## src/rtl/uart_tx_sequencer.sv

```systemverilog
// Programs a 16550 UART out of reset, then arbitrates two byte requesters onto its THR.
// Define UART_TX_SEQ_RR_EN for round-robin arbitration; otherwise requester 0 has fixed priority.
module uart_tx_sequencer #(
    parameter logic [15:0] DIVISOR    = 16'd1,
    parameter logic [7:0]  LCR_VAL    = 8'h03,
    parameter logic [7:0]  FCR_VAL    = 8'h01,
    parameter logic [7:0]  IER_VAL    = 8'h00,
    parameter logic [15:0] POLL_LIMIT = 16'd1024
) (
    input  logic        PCLK,
    input  logic        PRESETn,
    input  logic [1:0]  ReqValid,
    input  logic [15:0] ReqData,
    output logic [1:0]  ReqReady,
    output logic [2:0]  UartA,
    output logic [7:0]  UartDin,
    input  logic [7:0]  UartDout,
    output logic        UartMEMRb,
    output logic        UartMEMWb,
    output logic        InitDone,
    output logic        Busy,
    output logic        Timeout
);

    typedef enum logic [3:0] {
        INIT_LCRD,
        INIT_DLL,
        INIT_DLM,
        INIT_LCR,
        INIT_FCR,
        INIT_IER,
        IDLE,
        POLL,
        WRITE
    } state_t;

    state_t      state;
    logic [7:0]  tx_byte;
    logic        last_grant;
    logic [15:0] poll_cnt;
    logic [1:0]  grant;
    logic [2:0]  bus_a;
    logic [7:0]  bus_din;
    logic        bus_rb;
    logic        bus_wb;
    logic        thre;
    logic        dout_unused;

    assign thre        = UartDout[5];
    assign dout_unused = ^{UartDout[7:6], UartDout[4:0]};

    always_comb begin
        grant = 2'b00;
        if (state == IDLE) begin
`ifdef UART_TX_SEQ_RR_EN
            case (ReqValid)
                2'b01:   grant = 2'b01;
                2'b10:   grant = 2'b10;
                2'b11:   grant = last_grant ? 2'b01 : 2'b10;
                default: grant = 2'b00;
            endcase
`else
            if (ReqValid[0])
                grant = 2'b01;
            else if (ReqValid[1])
                grant = 2'b10;
`endif
        end
    end

    always_comb begin
        bus_a   = 3'd0;
        bus_din = 8'h00;
        bus_rb  = 1'b1;
        bus_wb  = 1'b1;
        case (state)
            INIT_LCRD: begin bus_a = 3'd3; bus_din = 8'h80;           bus_wb = 1'b0; end
            INIT_DLL:  begin bus_a = 3'd0; bus_din = DIVISOR[7:0];    bus_wb = 1'b0; end
            INIT_DLM:  begin bus_a = 3'd1; bus_din = DIVISOR[15:8];   bus_wb = 1'b0; end
            INIT_LCR:  begin bus_a = 3'd3; bus_din = {1'b0, LCR_VAL[6:0]}; bus_wb = 1'b0; end
            INIT_FCR:  begin bus_a = 3'd2; bus_din = FCR_VAL;         bus_wb = 1'b0; end
            INIT_IER:  begin bus_a = 3'd1; bus_din = IER_VAL;         bus_wb = 1'b0; end
            POLL:      begin bus_a = 3'd5; bus_rb = 1'b0; end
            WRITE:     begin bus_a = 3'd0; bus_din = tx_byte;         bus_wb = 1'b0; end
            default:   ;
        endcase
    end

    // Reset state is an init write; hold the bus quiet while reset is applied.
    assign UartA     = PRESETn ? bus_a : 3'd0;
    assign UartDin   = PRESETn ? bus_din : 8'h00;
    assign UartMEMRb = bus_rb | ~PRESETn;
    assign UartMEMWb = bus_wb | ~PRESETn;
    assign ReqReady  = grant;
    assign Busy      = (state != IDLE);

    always_ff @(posedge PCLK or negedge PRESETn) begin
        if (!PRESETn) begin
            state      <= INIT_LCRD;
            tx_byte    <= 8'h00;
            last_grant <= 1'b1;
            poll_cnt   <= 16'd0;
            InitDone   <= 1'b0;
            Timeout    <= 1'b0;
        end else begin
            case (state)
                INIT_LCRD: state <= INIT_DLL;
                INIT_DLL:  state <= INIT_DLM;
                INIT_DLM:  state <= INIT_LCR;
                INIT_LCR:  state <= INIT_FCR;
                INIT_FCR:  state <= INIT_IER;
                INIT_IER: begin
                    state    <= IDLE;
                    InitDone <= 1'b1;
                end
                IDLE: begin
                    if (|grant) begin
                        tx_byte    <= grant[1] ? ReqData[15:8] : ReqData[7:0];
                        last_grant <= grant[1];
                        poll_cnt   <= 16'd0;
                        state      <= POLL;
                    end
                end
                POLL: begin
                    if (thre) begin
                        state <= WRITE;
                    end else if (poll_cnt == POLL_LIMIT - 16'd1) begin
                        Timeout <= 1'b1;
                        state   <= IDLE;
                    end else begin
                        poll_cnt <= poll_cnt + 16'd1;
                    end
                end
                WRITE:   state <= IDLE;
                default: state <= INIT_LCRD;
            endcase
        end
    end

endmodule
```

## config.mk

```make
export PLATFORM = sky130hd
export DESIGN_NAME = uart_tx_sequencer
export DESIGN_NICKNAME = d
export VERILOG_FILES = /design/src/rtl/uart_tx_sequencer.sv
export SDC_FILE = /design/constraint.sdc
export NUM_CORES = 1
export LEC_CHECK = 0
export ABC_AREA = 0
export BUFFER_PORTS_ARGS = -buffer_cell sky130_fd_sc_hd__clkbuf_2
export CORE_ASPECT_RATIO = 1.4
export CORE_MARGIN = 5
export CORE_UTILIZATION = 55
export CTS_BUF_LIST = sky130_fd_sc_hd__clkbuf_2
export DETAILED_ROUTE_END_ITERATION = 10
export MAX_ROUTING_LAYER = met4
export PLACE_DENSITY = 0.82
export SYNTH_ARGS = -nofsm -noshare
export SYNTH_HDL_FRONTEND = slang
export SYNTH_SLANG_ARGS = --single-unit
export TNS_END_PERCENT = 5
```

## constraint.sdc

```tcl
create_clock -name PCLK -period 2.75 [get_ports PCLK]
set_clock_uncertainty 0.15 [all_clocks]
set_input_delay 0.1375 -clock PCLK [delete_from_list [all_inputs] [get_ports PCLK]]
set_output_delay 0.1375 -clock PCLK [all_outputs]
set_load 0.01 [all_outputs]
```

==> results.txt <==
Critical path type: reg2reg
Outcome: finished clean
Leak: 1.10 nW
Final layout net count: 300
Max-cap viol count: 0
Final core occ: 72.9%
Dominant synthesized flop cell: dfrtp_1
FMAX: 395 MHz
Final period util: 92.0%
Drt pass-1 iters: 4
WL final: 5170 microns
Rows: 24
Startpoint Class: register
Synth Area in Simple Gates: 25.1%
Antenna violations before repair: 0
Pwr Density: 744 nW/um^2
Worst Setup End Kind: register
Port Buffers: 38
Chip height: 77.7 microns
Post-route ant nets: 0
Final non-filler cell total: 311
Main combinational cell family by area after synthesis: simple AND/OR/NAND/NOR gates
Ys async rst share: 100%
Share of cells above drive strength 1: 22.1%
Max Root-Sink Buffers: 2
Syn Area/Cell: 8.59 sq um
Top-count cell post-synth: dfrtp_1
Global-route wire length before repair: 8280 microns
Post-synth EDFFs: 0
CP Max Fanout: 15
Synth top area share: 41.6%
Worst relative slew slack: 60.6%
Area of the core: 3150 sq um
Wire per inst: 16.6 microns
Largest net degree at the start of global routing: 22
Placed insts: 282
Adder-cell share of the synthesized area: 0.694%
Clk pin slew, worst setup/hold paths: 170 ps
Clk Latency, worst-skew pair: 390 ps
Mux contribution to synthesized area: 4.44%
Hold Crit Class: in2async
Synthesis-stage register bit count: 30
Sequential element share of the synthesized area: 41.6%
Post-synth top area cell: dfrtp_1
Final critical-path required period: 2530 ps
Antenna diodes: 0
Htree depth: 2
RSZ-0062 raised after global routing: false
GPL Wtd Cong: 0.878
Net Count, Synth: 239
Synth Area in Compound Gates: 23.0%
Number of global-route vias before repair: 1783
Design Power: 1.71 mW
Worst hold margin: 12.1 ps
Largest cells by area after synthesis: dfrtp_1 (42%), a21oi_1 (5.3%), a31oi_1 (4.9%), nor2_1 (4.6%), mux2i_1 (4.4%)
IO Count: 46
Final setup fails: 0
Syn. warnings: 0
Synthesized cell area: 1800 sq um
CTS Root Buffer Type: clkbuf_2
Max IR drop VDD: 0.401 mV
Slew @ Worst Pin: 586 ps
Initial DRC count: 138
Total grt overflow: 0
Die Width: 58.4 microns
CTS Buf Count: 5
Effective utilization at floorplan: 57.2%
Via count: 1869
Final HPWL DP: 3320 microns
Vias per cell: 6.01
Gr usage total: 24.3%
DRC: 0
Cells after Synth: 210
Final Max Slew Viols: 0
Synth unique cells: 46
Die area: 4540 sq um
CTS tree: built
Setup TNS: 0 ps
CTS sink count: 30
XOR/XNOR Fraction of Synth Area: 0%
Final Hold Fails: 0
Worst path arrival time: 2680 ps
Worst endpoint required time: 2900 ps
P&R area growth vs syn: 27.4%
Most instantiated cells after synthesis: dfrtp_1 (30), nor2_1 (22), a21oi_1 (19)
## flip-flops by register name, indices dropped and copies added, names as in the netlist
register	count
tx_byte	8
state	4
poll_cnt	16
Timeout	1
InitDone	1
## critical path: stages (launching register included)
cell,delay [ps]
dfrtp_1,570
nor4bb_2,530
nand2_2,290
mux2i_1,250
a21oi_1,100
dlygate4sd3_1,550
## placed cells by master (no fill, tap or decap), types with 11 or more instances in the layout
master and count:
clkbuf_2 44, dfrtp_1 30, nor2_1 22, dlygate4sd3_1 20, a21oi_1 19, a31oi_1 14, o21ai_0 12, inv_1 11
nand2_1 11
## metal layers
metal  vias up  share of wire, %  track usage, %
met2        64                53            42.7
met4         0               1.8            8.58
met1       893                39            26.2
li1        898                 -               -
met5         -                 0               -
met3        14               5.5            5.32
## through the flow
stage	area, sq um	worst slack, ps
floorplan	1800	630
global placement	2040	499
detailed placement	2040	464
CTS	2280	19.8
global route	2300	73.0
finish	2300	220
## what timing repair did
| action | 4_1_cts | 5_1_grt |
|---|---|---|
| endpoints found under the hold margin | 40 | 0 |
| setup endpoints to repair | 0 | 7 |
| hold buffers | 20 | 0 |
| setup buffers | 0 | 1 |
| resized for setup | 0 | 2 |
## kinds of logic after synthesis
family                     Yosys count
and+or+nand+nor                     82
buffers and inverters               23
DFF                                 30
adders and majority gates            1
muxes                                8
AOI/OAI and AO/OA                   66
## power by group
group | total (mW) | switching [mW] | internal, mW
combinational | 0.772 | 0.398 | 0.374
sequential | 0.713 | 0.147 | 0.565
clock | 0.224 | 0.162 | 0.0623
## area by class of cell
type / count / area (sq um)
tap: 39 / 48.8
sequential: 30 / 751
multi-input combinational: 157 / 967
inverter: 11 / 41.3
clock buffer: 6 / 30.0
fill: 230 / 856
timing repair buffer: 66 / 450
clock inverter: 2 / 8.76
## path summary, 6_finish.rpt
kind	end	slack, ps	start	depth (start not counted)
worst max-delay path	tx_byte[4]	220	state[0]	5
worst min-delay path	state[0]	10	PRESETn	2
worst max register to register	tx_byte[4]	220	state[0]	5
worst min register to register	Timeout	340	Timeout	1
max in group asynchronous	poll_cnt[7]	1810	PRESETn	3
min in group PCLK	poll_cnt[1]	150	ReqValid[0]	4
(Power assumes the default switching activity.)
